[src/rtl/input_pkg.sv]
// Shared types and constants for the player input conditioning path.
package input_pkg;

    typedef enum logic [1:0] {
        REL,
        PEND_P,
        HELD,
        PEND_R
    } deb_state_t;

    localparam int unsigned P1_LEFT   = 0;
    localparam int unsigned P1_RIGHT  = 1;
    localparam int unsigned P1_ATTACK = 2;
    localparam int unsigned P2_LEFT   = 3;
    localparam int unsigned P2_RIGHT  = 4;
    localparam int unsigned P2_ATTACK = 5;

    localparam int unsigned DEFAULT_DEBOUNCE_CYCLES = 250000;

endpackage

[src/rtl/debounce_channel.sv]
// One button channel: synchronizer, debounce FSM with stability counter,
// registered level and press pulse.
module debounce_channel
    import input_pkg::*;
#(
    parameter int unsigned DEBOUNCE_CYCLES = DEFAULT_DEBOUNCE_CYCLES,
    parameter int unsigned CNT_W           = 18,
    parameter int unsigned SYNC_STAGES     = 2
) (
    input  logic clk,
    input  logic rst_n,
    input  logic btn_n_raw,
    output logic level,
    output logic press_pulse,
    output logic level_next,
    output logic press_pulse_next
);

    localparam logic [CNT_W-1:0] CNT_LAST = CNT_W'(DEBOUNCE_CYCLES - 1);
    localparam logic [CNT_W-1:0] CNT_ONE  = CNT_W'(1);

    logic [SYNC_STAGES-1:0] sync_q, sync_d;
    deb_state_t             state_q, state_d;
    logic [CNT_W-1:0]       cnt_q, cnt_d;
    logic                   level_q, level_d;
    logic                   press_pulse_q, press_pulse_d;
    logic                   s;

    assign s = ~sync_q[SYNC_STAGES-1];

    always_comb begin
        sync_d  = {sync_q[SYNC_STAGES-2:0], btn_n_raw};
        state_d = state_q;
        cnt_d   = cnt_q;
        unique case (state_q)
            REL: begin
                if (s) begin
                    state_d = PEND_P;
                    cnt_d   = CNT_ONE;
                end
            end
            PEND_P: begin
                if (!s) begin
                    state_d = REL;
                    cnt_d   = '0;
                end else if (cnt_q == CNT_LAST) begin
                    state_d = HELD;
                    cnt_d   = '0;
                end else begin
                    cnt_d = cnt_q + CNT_ONE;
                end
            end
            HELD: begin
                if (!s) begin
                    state_d = PEND_R;
                    cnt_d   = CNT_ONE;
                end
            end
            PEND_R: begin
                if (s) begin
                    state_d = HELD;
                    cnt_d   = '0;
                end else if (cnt_q == CNT_LAST) begin
                    state_d = REL;
                    cnt_d   = '0;
                end else begin
                    cnt_d = cnt_q + CNT_ONE;
                end
            end
            default: begin
                state_d = REL;
                cnt_d   = '0;
            end
        endcase
        // Level follows the registered state, adding the final cycle of latency.
        level_d       = (state_q == HELD) || (state_q == PEND_R);
        press_pulse_d = level_d & ~level_q;
    end

    always_ff @(posedge clk) begin
        if (!rst_n) begin
            sync_q        <= '1;
            state_q       <= REL;
            cnt_q         <= '0;
            level_q       <= 1'b0;
            press_pulse_q <= 1'b0;
        end else begin
            sync_q        <= sync_d;
            state_q       <= state_d;
            cnt_q         <= cnt_d;
            level_q       <= level_d;
            press_pulse_q <= press_pulse_d;
        end
    end

    assign level            = level_q;
    assign press_pulse      = press_pulse_q;
    assign level_next       = level_d;
    assign press_pulse_next = press_pulse_d;

endmodule

[src/rtl/player_input_conditioner.sv]
// Debounces all player buttons and re-latches them once per game frame with
// sticky press bits so presses between frames are never lost.
module player_input_conditioner
    import input_pkg::*;
#(
    parameter int unsigned NCH             = 6,
    parameter int unsigned DEBOUNCE_CYCLES = DEFAULT_DEBOUNCE_CYCLES,
    parameter int unsigned CNT_W           = 18,
    parameter int unsigned SYNC_STAGES     = 2
) (
    input  logic           clk,
    input  logic           rst_n,
    input  logic [NCH-1:0] btn_n_raw,
    input  logic           frame_tick,
    output logic [NCH-1:0] level,
    output logic [NCH-1:0] press_pulse,
    output logic [NCH-1:0] frame_level,
    output logic [NCH-1:0] frame_press,
    output logic           any_press
);

    logic [NCH-1:0] level_next, press_pulse_next;
    logic [NCH-1:0] acc_q, acc_d;
    logic [NCH-1:0] frame_level_q, frame_level_d;
    logic [NCH-1:0] frame_press_q, frame_press_d;

    for (genvar i = 0; i < NCH; i++) begin : g_ch
        debounce_channel #(
            .DEBOUNCE_CYCLES(DEBOUNCE_CYCLES),
            .CNT_W          (CNT_W),
            .SYNC_STAGES    (SYNC_STAGES)
        ) u_deb (
            .clk             (clk),
            .rst_n           (rst_n),
            .btn_n_raw       (btn_n_raw[i]),
            .level           (level[i]),
            .press_pulse     (press_pulse[i]),
            .level_next      (level_next[i]),
            .press_pulse_next(press_pulse_next[i])
        );
    end

    always_comb begin
        acc_d         = acc_q | press_pulse_next;
        frame_level_d = frame_level_q;
        frame_press_d = frame_press_q;
        // A pulse landing on the tick edge is reported now, not carried over.
        if (frame_tick) begin
            frame_press_d = acc_q | press_pulse_next;
            frame_level_d = level_next;
            acc_d         = '0;
        end
    end

    always_ff @(posedge clk) begin
        if (!rst_n) begin
            acc_q         <= '0;
            frame_level_q <= '0;
            frame_press_q <= '0;
        end else begin
            acc_q         <= acc_d;
            frame_level_q <= frame_level_d;
            frame_press_q <= frame_press_d;
        end
    end

    assign frame_level = frame_level_q;
    assign frame_press = frame_press_q;
    assign any_press   = |press_pulse;

endmodule

[config.mk]
export PLATFORM = sky130hd
export DESIGN_NAME = player_input_conditioner
export DESIGN_NICKNAME = d
export VERILOG_FILES = /design/src/rtl/input_pkg.sv /design/src/rtl/debounce_channel.sv /design/src/rtl/player_input_conditioner.sv
export SDC_FILE = /design/constraint.sdc
export NUM_CORES = 1
export LEC_CHECK = 0
export BUFFER_PORTS_ARGS = -buffer_cell sky130_fd_sc_hd__buf_4
export CAP_MARGIN = 15
export CORE_ASPECT_RATIO = 0.8
export CORE_UTILIZATION = 50
export DETAILED_ROUTE_END_ITERATION = 16
export PLACE_DENSITY = 0.67
export REMOVE_ABC_BUFFERS = 1
export SYNTH_ARGS = -nofsm -noshare
export SYNTH_HDL_FRONTEND = slang
export SYNTH_HIERARCHICAL = 1
export SYNTH_SLANG_ARGS = --single-unit
[constraint.sdc]
create_clock -name clk -period 3.4 [get_ports clk]
set_input_delay 0.68 -clock clk [delete_from_list [all_inputs] [get_ports clk]]
set_output_delay 0.68 -clock clk [all_outputs]
set_load 0.03 [all_outputs]
# Word level (Yosys, flattened, before mapping)

Cells that the tools add are included.

Reduce and logical (&&, ||, !) cells: 26
Add/subtract/negate cells: 6
Bitwise operators: 14
Eq/ne operators: 48
Multiplexer cells: 78

Operator list:

| cell                  | count |
|---|---|
| $mux 18               | 30 |
| $pmux 18 s4           | 6 |
| $add 18x1->18 const B | 6 |
| $eq 18x18->1 const B  | 6 |
| $mux 2                | 36 |
| $pmux 2 s4            | 6 |
| $eq 2x2->1 const B    | 12 |
| $reduce_and 4->1      | 6 |
| $ne 3x1->1 const B    | 6 |
| $ne 3x3->1 const B    | 6 |
| $eq 2x1->1 const B    | 6 |
| $logic_not 2->1       | 6 |
| $ne 2x1->1 const B    | 6 |
| $ne 2x2->1 const B    | 6 |
| $reduce_and 2->1      | 6 |
| $not 1->1             | 7 |
| $and 1x1->1           | 6 |
| $logic_or 1x1->1      | 6 |
| $or 6x6->6            | 1 |
| $reduce_or 6->1       | 1 |
| $reduce_or 2->1       | 1 |

Output and inout port bits: 25
Register bits after elaboration: 162

# Logic depth before layout (Yosys ltp)

Gate-level depths: netlist of run 1.

Depth in word-level cells: 4
Depth in mapped cells: 6

# Modules after synthesis

The synthesis of run 1 kept the hierarchy.

By module, submodules not included:

| module                   | area an instance (um2) | seq. area each (um2) | instances | cells each |
|---|---|---|---|---|
| debounce_channel         | 1286.2                 | 480.5                | 6         | 155 |
| player_input_conditioner | 670.6                  | 360.3                | 1         | 61 |

# Worst setup path after synthesis of run 1

No wires, ideal clock.

Path kind: register to register
From: register g_ch[0].u_deb.cnt_q[0]
To: register with a tool-made name
Setup time: 0.123 ns
Cell stages (with the launch flop): 7
Period minus slack after synthesis: 1.925 ns
Arrival: 1.802 ns
Slack: 1.475 ns
Data required time: 3.277 ns
Path buffers: 1
Cell sequence: dfxtp_1 > ha_1 > nand3_2 > or4_4 > buf_6 > nor3_4 > mux2_1

RTL lines:

| item                   | RTL line               | source |
|---|---|---|
| from (decl)            | debounce_channel.sv:24 | `logic [CNT_W-1:0] cnt_q, cnt_d;` |
| from (signal assigned) | debounce_channel.sv:90 | `cnt_q <= cnt_d;` |

# Worst setup path after layout of run 1

From: register g_ch[3].u_deb.press_pulse_q
To: output any_press

Longest elaborated chain between the ends: 1

RTL lines:

| item                   | RTL line                       | source |
|---|---|---|
| from (decl)            | debounce_channel.sv:26         | `logic press_pulse_q, press_pulse_d;` |
| from (signal assigned) | debounce_channel.sv:92         | `press_pulse_q <= press_pulse_d;` |
| $reduce_or 6->1        | player_input_conditioner.sv:69 | `assign any_press = \|press_pulse;` |
| to (decl)              | player_input_conditioner.sv:19 | `output logic any_press` |

Every way passes these cells.

==> results of run 1 <==
[cell type report]
cell class / count / area [sq um] / area share, %
Multi-Input combinational cell: 748 / 4700 / 51.0
Clock inverter: 6 / 82.6 / 0.897
Inverter: 36 / 135 / 1.47
Tap cell: 215 / 269 / 2.92
Sequential cell: 162 / 3240 / 35.2
Clock buffer: 22 / 474 / 5.15
Timing Repair Buffer: 41 / 308 / 3.34
[sequential cells by signal, summed over array words and instances, names as in the netlist, named ones only]
name / count
g_ch.u_deb/cnt_q: 108
acc_q: 6
g_ch.u_deb/sync_q: 12
frame_press: 6
g_ch.u_deb/state_q: 6
frame_level: 6
g_ch.u_deb/press_pulse: 6
g_ch.u_deb/level: 6
[logic make-up (layout without fill, tap and decap cells)]
| logic type | count (synthesis) | count (layout) | synth area share [%] |
|---|---|---|---|
| buffers and inverters | 81 | 105 | 5.34 |
| and+or+nand+nor | 538 | 538 | 37.0 |
| adders and majority gates | 6 | 6 | 0.895 |
| xor gates and xnor gates | 42 | 42 | 4.39 |
| muxes | 18 | 18 | 2.24 |
| DFF | 162 | 162 | 38.7 |
| AOI/OAI and AO/OA | 144 | 144 | 11.5 |
[per-layer routing]
metal | vias up | global-route usage (%) | wire (um)
li1 | 3649 | - | -
met5 | - | 0 | 0
met3 | 10 | 4.88 | 962
met1 | 3303 | 32.8 | 9450
met2 | 183 | 30.4 | 7640
met4 | 0 | 6.18 | 125
[worst max-delay path, stage by stage, from the launching register on]
cell	delay, ns
dfxtp_1	0.32
nor4_1	0.64
nand2_1	0.12
buf_4	0.19
[stage by stage]
stage               power [mW]  setup slack (ns)  util (%)
CTS                       3.93             0.969      57.4
global placement          2.08              1.11      53.9
detailed placement        2.08              1.08      53.9
finish                    3.88              1.03      57.4
floorplan                 2.03              1.52         -
global route              4.02             0.938      57.4
[power by group]
| group | leakage [nW] | total, mW | internal, mW | switching, mW |
|---|---|---|---|---|
| Clock | 0.274 | 1.84 | 1.12 | 0.717 |
| Combinational | 1.66 | 0.114 | 0.0359 | 0.0782 |
| Sequential | 1.31 | 1.93 | 1.91 | 0.0142 |
| Total | 3.24 | 3.88 | 3.07 | 0.809 |
[placed cells by master (no fill, tap or decap), types with 10 or more instances in the layout]
cell	netlist	layout
nand2_1	127	127
a21oi_1	12	12
or4_1	24	24
mux2i_1	12	12
nand4_1	30	30
nor2_1	49	49
o2111ai_1	18	18
nand3_1	114	114
clkbuf_16	0	17
xor2_1	18	18
o21ai_0	24	24
xnor2_1	24	24
and3_1	12	12
nor2b_1	18	18
inv_1	36	36
o21ai_1	38	38
or3_1	24	24
nor4_1	31	31
dfxtp_1	162	162
and2_1	18	18
buf_4	12	41
o21ai_2	10	10
nor3_1	12	12
nand2b_1	18	18
[how the worst max path moves through the flow]
stage,start,endpoint,slack (ns),cells after the start
2_1_floorplan,g_ch[0].u_deb/cnt_q[0]$_SDFFE_PN0P_,flop,1.52,5
3_3_place_gp,rst_n,g_ch[3].u_deb/cnt_q[4]$_SDFFE_PN0P_,1.11,5
3_5_place_dp,rst_n,g_ch[3].u_deb/cnt_q[4]$_SDFFE_PN0P_,1.08,5
4_1_cts,g_ch[3].u_deb/press_pulse$_SDFF_PN0_,any_press,0.97,3
5_1_grt,g_ch[3].u_deb/press_pulse$_SDFF_PN0_,any_press,0.94,3
6_report,g_ch[3].u_deb/press_pulse$_SDFF_PN0_,any_press,1.03,3
==> impl_metrics.csv, run 1 <==
group,metric,value,unit
pwr,vdd_drop_max,0.284,mV
worst_hold_path,min_path_type,"reg2reg",
worst_hold_path,min_to,"g_ch[1].u_deb/sync_q[1]$_SDFF_PN1_",
grt,grt_max_degree,66,
sta,fin_worst_skew,0.00757,ns
clock_network,clkTransAtPathRegs,0.06,ns
route,drt.antenna.violating_nets,0,
yosys,synth_flop_cell,"dfxtp_1",
grt,grt_pass1_vias,6242,
yosys,synth.top_cell.area_share,38.7,%
finish,area_growth,9.79,%
placed_design,dp_cells,1202,
clock_network,clock-sinks,162,
flow_run,cap_violations,0,
worst_setup_path,r2r_start,"g_ch[0].u_deb/cnt_q[0]$_SDFFE_PN0P_",
sta,final-setup-viol-count,0,
yosys,syn_inst,991,
route,routed_via_density,5.81,
yosys,yosysWarningCount,6,
die,core_area,16100,sq um
placed_design,gp_congestion,0.878,
grt,track_usage,21.7,%
worst_setup_path,crit_required,2.72,ns
worst_setup_path,cp-start-kind,"flop",
finish,drive_gt1_share,11.8,%
yosys,ys_types,48,
route,wirelength,18200,um
clock_network,clk_latency,0.42,ns
sta,timing.final.crit_period,2.37,ns
die,die_h,118,um
grt,grt.overflow.total,0,
die,die_w,147,um
worst_setup_path,arrival,1.69,ns
finish,final_nets,1021,
clock_network,cts_max_level,4,
yosys,synth_common_cells,"dfxtp_1 (162), nand2_1 (127), nand3_1 (114), nor2_1 (49), o21ai_1 (38)",
worst_setup_path,crit_path_end_kind,"output pin",
grt,antenna_found_initial,0,
grt,grt_pass1_wl,31000,um
die,die-area,17300,sq um
worst_setup_path,crit_fanout,2,
yosys,synth-edff-count,0,
sta,setup_tns,0,ns
clock_network,cts_setup_buffers,0,
sta,post-route-period-util,69.7,%
yosys,avgSynthCellArea,8.46,sq um
finish,fin_area,9210,sq um
die,rows,41,
worst_hold_path,hp-start,"g_ch[1].u_deb/sync_q[0]$_SDFF_PN1_",
worst_setup_path,ff2ff_setup_slack,1.33,ns
sta,max_freq,422,MHz
route,vias,7145,
route,drt_first_pass_iters,5,
yosys,seq_area_frac_synth,38.7,%
finish,nFillCells,1479,
worst_hold_path,hold_depth,1,
pwr,p_leak,3.24,nW
yosys,synth.most_common_cell,"dfxtp_1",
run_status,status,"completed",
clock_network,cts_root_buf,"clkbuf_16",
finish,layout.cells.non_filler,1230,
die,ios,34,
clock_network,cts_resized,0,
yosys,synth_area,8390,sq um
yosys,yosys-top-cells-area,"dfxtp_1 (39%), nand3_1 (6.8%), nand2_1 (5.7%)",
yosys,async_flop_share,0,%
route,wire_per_inst,14.8,um
route,drt_first_iter_violations,557,
yosys,yosysTopAreaCell,"dfxtp_1",
worst_setup_path,worst_r2r_path_depth,5,
finish,diodes,0,
clock_network,cts_hold_buffers,0,
placed_design,io_buffers,33,
placed_design,hpwl,12600,um
die,start_util,52.2,%
yosys,ys_seq_elements,162,
sta,slew_violations,0,
route,drc,0,
pwr,powerDensity,421,nW/um^2
worst_setup_path,crit_type,"reg2out",
clock_network,cts_buffers,17,
placed_design,dpl_cell_area,8650,sq um
clock_network,clk_path_buf_depth,2,
sta,worstMarginPinSlew,0.706,ns
sta,finalHoldViolCount,0,
sta,whs,0.406,ns
sta,rsz0062_at_grt,"no",
clock_network,tritoncts,"yes",
sta,slew_headroom,52.5,%
Power figures use the tool's default switching activity.
==> run 2: changes to the inputs <==
--- a/config.mk
+++ b/config.mk
@@ -5,12 +5,13 @@
 export SDC_FILE = /design/constraint.sdc
 export NUM_CORES = 1
 export LEC_CHECK = 0
+export ABC_AREA = 1
 export BUFFER_PORTS_ARGS = -buffer_cell sky130_fd_sc_hd__buf_4
 export CAP_MARGIN = 15
 export CORE_ASPECT_RATIO = 0.8
 export CORE_UTILIZATION = 50
 export DETAILED_ROUTE_END_ITERATION = 16
-export PLACE_DENSITY = 0.67
+export PLACE_DENSITY = 0.69
 export REMOVE_ABC_BUFFERS = 1
 export SYNTH_ARGS = -nofsm -noshare
 export SYNTH_HDL_FRONTEND = slang
==> constraint.sdc (replaced) <==
create_clock -name clk -period 2 [get_ports clk]
set_input_delay 0.4 -clock clk [delete_from_list [all_inputs] [get_ports clk]]
set_output_delay 0.4 -clock clk [all_outputs]
set_load 0.03 [all_outputs]
==> run 2 against run 1 <==
Effect of this change:
- die area increased by 11%
- worst hold slack lost 0.24 ns
- utilization is 1.9 points lower
- global-route usage up 0.23 points
- largest cell class unchanged
==> impl_metrics.csv, run 2 <==
group,metric,value,unit
run_status,status,"completed",
clock_network,cts_root_buf,"clkbuf_16",
sta,setup_tns,0,ns
sta,slew_violations,0,
clock_network,clock-sinks,162,
worst_setup_path,crit_fanout,2,
die,ios,34,
clock_network,clkTransAtPathRegs,0.06,ns
yosys,synth.top_cell.area_share,34.8,%
sta,post-route-period-util,88.5,%
yosys,synth_flop_cell,"dfxtp_1",
sta,max_freq,565,MHz
yosys,synth_common_cells,"nand2_1 (422), dfxtp_1 (162), nor2_1 (147), inv_1 (127), nand3_1 (79)",
sta,setup_ws,0.230,ns
die,rows,44,
yosys,yosysTopAreaCell,"dfxtp_1",
placed_design,gp_congestion,0.912,
sta,fin_worst_skew,0.00940,ns
finish,final_cell_mix,"nand2_1 (422), dfxtp_1 (162), nor2_1 (147)",
flow_run,cap_violations,0,
worst_hold_path,min_path_type,"in2reg",
die,die_w,155,um
yosys,avgSynthCellArea,6.82,sq um
clock_network,tritoncts,"yes",
clock_network,cts_hold_buffers,0,
route,drc,0,
finish,largest_reg_flops,108,
yosys,synth-edff-count,0,
yosys,async_flop_share,0,%
route,drt_first_iter_violations,535,
sta,slew_headroom,68.8,%
worst_setup_path,cp-start-kind,"flop",
route,wirelength,20400,um
sta,worstMarginPinSlew,0.468,ns
clock_network,clk_latency,0.42,ns
die,core_area,18200,sq um
grt,grt_pass1_wl,34100,um
route,drt_first_pass_iters,5,
pwr,vdd_drop_max,0.511,mV
yosys,seq_area_frac_synth,34.8,%
route,vias,8322,
placed_design,pre_cts_ws,0.336,ns
grt,track_usage,22.0,%
finish,final_nets,1401,
clock_network,cts_resized,0,
route,routed_via_density,5.05,
finish,top_regs,"g_ch.u_deb/cnt_q: 108 flops, g_ch.u_deb/sync_q: 12 flops",
die,die_h,124,um
yosys,synth.most_common_cell,"nand2_1",
grt,grt_pass1_vias,7155,
placed_design,hpwl,14500,um
sta,timing.final.crit_period,1.77,ns
sta,finalHoldViolCount,0,
pwr,powerDensity,719,nW/um^2
yosys,ys_types,32,
finish,diodes,0,
worst_setup_path,crit_path_end_kind,"output pin",
die,start_util,51.2,%
pwr,p_leak,3.70,nW
sta,rsz0062_at_grt,"no",
clock_network,cts_max_level,4,
finish,layout.cells.non_filler,1648,
yosys,syn_inst,1367,
worst_setup_path,crit_required,1.60,ns
placed_design,io_buffers,33,
finish,area_growth,8.37,%
sta,final-setup-viol-count,0,
route,wire_per_inst,12.4,um
yosys,yosys-top-cells-area,"dfxtp_1 (35%), nand2_1 (17%), nor2_1 (5.9%)",
yosys,synth_area,9320,sq um
grt,grt.overflow.total,0,
worst_setup_path,arrival,1.37,ns
finish,drive_gt1_share,19.2,%
grt,antenna_found_initial,0,
clock_network,cts_setup_buffers,0,
yosys,yosysWarningCount,6,
yosys,ys_seq_elements,162,
finish,final_common_cell,"nand2_1",
clock_network,cts_buffers,17,
route,drt.antenna.violating_nets,0,
die,die-area,19200,sq um
grt,grt_max_degree,31,
finish,largest_register,"g_ch.u_deb/cnt_q",
placed_design,dp_cells,1620,
worst_setup_path,crit_type,"reg2out",
clock_network,clk_path_buf_depth,2,
[run 2: logic make-up (layout without fill, tap and decap cells)]
family / Yosys count / in the layout / synth area share, %
adders and majority gates: 6 / 6 / 0.805
and+or+nand+nor: 846 / 846 / 42.1
xor gates and xnor gates: 6 / 6 / 0.564
DFF: 162 / 162 / 34.8
AOI/OAI and AO/OA: 162 / 162 / 11.4
buffers and inverters: 185 / 213 / 10.3
[run 2: final cells by class]
type	instances	area, sq um
Inverter	140	571
Clock inverter	6	61.3
Timing Repair Buffer	45	338
Fill cell	1729	8120
Sequential cell	162	3240
Clock buffer	22	454
Tap cell	253	317
Multi-Input combinational cell	1020	5120
[run 2: layer usage]
layer  routed length (um)  vias up  track usage, %
met3                 1030       20            4.31
met4                  250        0            5.69
met1                10300     3727            31.1
li1                     -     4377               -
met5                    0        -               0
met2                 8810      198            34.1
[run 2: worst max-delay path, cell delays in order, from the launching register on]
cell	delay, ns
dfxtp_1	0.31
nor2_1	0.34
nand3_1	0.12
buf_4	0.18
[run 2: through the flow]
stage / total power [mW] / util (%) / cell area, sq um / hold WS (ns)
2_1_floorplan: 4.04 / - / 8930 / 0.393
3_3_place_gp: 4.35 / 52.6 / 9590 / 0.395
3_5_place_dp: 4.37 / 52.6 / 9590 / 0.397
4_1_cts: 7.35 / 55.5 / 10100 / 0.149
5_1_grt: 7.59 / 55.5 / 10100 / 0.155
6_report: 7.27 / 55.5 / 10100 / 0.168
[run 2: path summary, 6_finish.rpt]
check	from	to	slack, ns	cells after the start
worst max-delay path	g_ch[3].u_deb/press_pulse$_SDFF_PN0_	any_press	0.23	3
worst max register to register	g_ch[0].u_deb/cnt_q[0]$_SDFFE_PN0P_	g_ch[0].u_deb/cnt_q[2]$_SDFFE_PN0P_	0.27	10
worst min-delay path	btn_n_raw[5]	g_ch[5].u_deb/sync_q[0]$_SDFF_PN1_	0.17	2
worst min register to register	g_ch[0].u_deb/sync_q[0]$_SDFF_PN1_	g_ch[0].u_deb/sync_q[1]$_SDFF_PN1_	0.41	1
[run 2: where the power goes]
part           switching, mW  leakage (nW)  internal (mW)  total, mW
Sequential             0.143          1.31           3.34       3.48
Clock                   1.26         0.252           1.71       2.97
Combinational          0.557          2.13          0.262      0.820
Total                   1.96          3.70           5.31       7.27
==> run 3: changes to the inputs <==
--- a/config.mk
+++ b/config.mk
@@ -11,6 +11,7 @@
 export CORE_ASPECT_RATIO = 0.8
 export CORE_UTILIZATION = 50
 export DETAILED_ROUTE_END_ITERATION = 16
+export GPL_TIMING_DRIVEN = 0
 export PLACE_DENSITY = 0.69
 export REMOVE_ABC_BUFFERS = 1
 export SYNTH_ARGS = -nofsm -noshare
==> run 3 against run 2 <==
Effect of this change:
- fmax rose by 0.51%
- sequential share of layout area rose by 0.092 points
- worst setup slack improved by 0.0089 ns
- critical endpoint unchanged
- critical path depth did not move
- cell count fell by 0.49%
==> impl_metrics.csv, run 3 (synthesis gave the netlist of run 2 again) <==
group,metric,value,unit
worst_setup_path,crit_path_end_kind,"output pin",
die,core_area,18200,sq um
worst_hold_path,hp-start,"btn_n_raw[0]",
die,rows,44,
route,routed_via_density,5.05,
grt,grt_pass1_vias,6975,
finish,area_growth,8.06,%
placed_design,gp_congestion,0.897,
sta,finalHoldViolCount,0,
grt,grt_pass1_wl,33200,um
sta,slew_headroom,40.5,%
clock_network,clkTransAtPathRegs,0.07,ns
clock_network,cts_max_level,4,
pwr,vdd_drop_max,0.475,mV
finish,largest_register,"g_ch.u_deb/cnt_q",
worst_setup_path,ff2ff_setup_slack,0.32,ns
worst_setup_path,crit_type,"reg2out",
pwr,switchingPower,2.14,mW
finish,layout.cells.non_filler,1640,
worst_setup_path,cp-start-kind,"flop",
pwr,total_power,7.45,mW
sta,setup_ws,0.238,ns
clock_network,tritoncts,"yes",
clock_network,cts_root_buf,"clkbuf_16",
sta,max_freq,568,MHz
worst_setup_path,arrival,1.36,ns
worst_setup_path,timing.rr.end,"g_ch[5].u_deb/cnt_q[2]$_SDFFE_PN0P_",
pwr,intPower,5.31,mW
finish,final_common_cell,"nand2_1",
sta,worstMarginPinSlew,0.892,ns
die,die-area,19200,sq um
grt,grt_max_degree,81,
worst_setup_path,crit_fanout,2,
placed_design,dp_cells,1608,
route,drc,0,
placed_design,hpwl,13500,um
worst_hold_path,min_path_type,"in2reg",
worst_setup_path,worst_r2r_path_depth,10,
route,vias,8286,
grt,track_usage,21.3,%
sta,timing.final.crit_period,1.76,ns
finish,utilization,55.3,%
clock_network,clk_latency,0.43,ns
sta,slew_violations,0,
worst_hold_path,hold_depth,2,
pwr,p_leak,3.66,nW
flow_run,cap_violations,0,
clock_network,cts_buffers,17,
finish,drive_gt1_share,19.0,%
sta,final-setup-viol-count,0,
sta,fin_worst_skew,0.0122,ns
sta,rsz0062_at_grt,"no",
die,die_w,155,um
clock_network,clk_path_buf_depth,2,
placed_design,pre_cts_ws,-0.155,ns
placed_design,io_buffers,33,
route,wirelength,19700,um
sta,post-route-period-util,88.1,%
worst_setup_path,crit_required,1.60,ns
grt,grt.overflow.total,0,
route,drt_first_iter_violations,524,
finish,diodes,0,
route,drt.antenna.violating_nets,0,
clock_network,cts_setup_buffers,0,
worst_hold_path,min_to,"g_ch[0].u_deb/sync_q[0]$_SDFF_PN1_",
pwr,seqPwrFrac,46.6,%
die,ios,34,
run_status,status,"completed",
grt,antenna_found_initial,0,
clock_network,cts_resized,0,
pwr,p_comb_share,10.3,%
die,die_h,124,um
clock_network,clock-sinks,162,
route,wire_per_inst,12.0,um
worst_setup_path,r2r_start,"g_ch[5].u_deb/cnt_q[0]$_SDFFE_PN0P_",
clock_network,cts_hold_buffers,0,
pwr,swShare,28.7,%
die,start_util,51.2,%
pwr,clkPwrFrac,43.1,%
finish,final_nets,1389,
finish,top_regs,"g_ch.u_deb/cnt_q: 108 flops, g_ch.u_deb/sync_q: 12 flops",
finish,final_cell_mix,"nand2_1 (422), dfxtp_1 (162), nor2_1 (147)",
finish,largest_reg_flops,108,
pwr,powerDensity,739,nW/um^2
route,drt_first_pass_iters,5,
-- run 3: changes by cell type in the layout (fill, tap and decap cells not counted), sizes merged --
cell	before	now
buf	45	33
inv	134	141
clkbuf	22	17
clkinvlp	1	4
clkinv	10	9
-- run 3: worst max path at each step --
stage,start,to,slack [ns],depth (start not counted)
6_report,g_ch[3].u_deb/press_pulse$_SDFF_PN0_,any_press,0.24,3
5_1_grt,g_ch[2].u_deb/cnt_q[0]$_SDFFE_PN0P_,g_ch[2].u_deb/cnt_q[2]$_SDFFE_PN0P_,0.10,10
4_1_cts,g_ch[3].u_deb/press_pulse$_SDFF_PN0_,any_press,0.18,3
3_5_place_dp,rst_n,g_ch[3].u_deb/sync_q[1]$_SDFF_PN1_,-0.16,3
3_3_place_gp,rst_n,g_ch[0].u_deb/sync_q[1]$_SDFF_PN1_,-0.13,3
2_1_floorplan,g_ch[0].u_deb/cnt_q[0]$_SDFFE_PN0P_,g_ch[0].u_deb/cnt_q[2]$_SDFFE_PN0P_,0.59,10
-- run 3: layout make-up --
type                            instances  area, sq um
Fill cell                            1767         8150
Multi-Input combinational cell       1020         5120
Sequential cell                       162         3240
Inverter                              140          571
Clock buffer                           17          425
Tap cell                              253          317
Timing Repair Buffer                   33          248
Clock inverter                         15          151
-- run 3: power groups by stage --
stage / sequential (mW) / combinational, mW / clock, mW
after CTS: 3.47 / 0.770 / 3.31
after floorplan: 3.57 / 0.468 / 0
after detailed placement: 3.55 / 0.767 / 0
after global placement: 3.54 / 0.758 / 0
final: 3.47 / 0.765 / 3.21
after global routing: 3.49 / 0.844 / 3.44
-- run 3: layer usage --
layer  part of all wire (%)  wire (um)  GRT usage [%]  vias to the layer above
met4                    1.0        203           6.68                        0
met2                     43       8500           32.6                      170
li1                       -          -              -                     4354
met1                     51      10100           30.4                     3744
met3                    4.6        903           3.93                       18
met5                      0          0              0                        -
-- run 3: metrics by stage --
| step | cell area, sq um | setup TNS, ns | hold WS, ns |
|---|---|---|---|
| floorplan | 8930 | 0 | 0.393 |
| global placement | 9500 | -1.94 | 0.402 |
| detailed placement | 9500 | -2.23 | 0.405 |
| finish | 10100 | 0 | 0.154 |
| global route | 10100 | 0 | 0.141 |
| CTS | 10100 | 0 | 0.134 |
-- run 3: worst max-delay path, stage by stage, from the launching register on --
cell and delay (ns):
dfxtp_1 0.31, nor2_1 0.32, nand3_1 0.12, buf_4 0.18
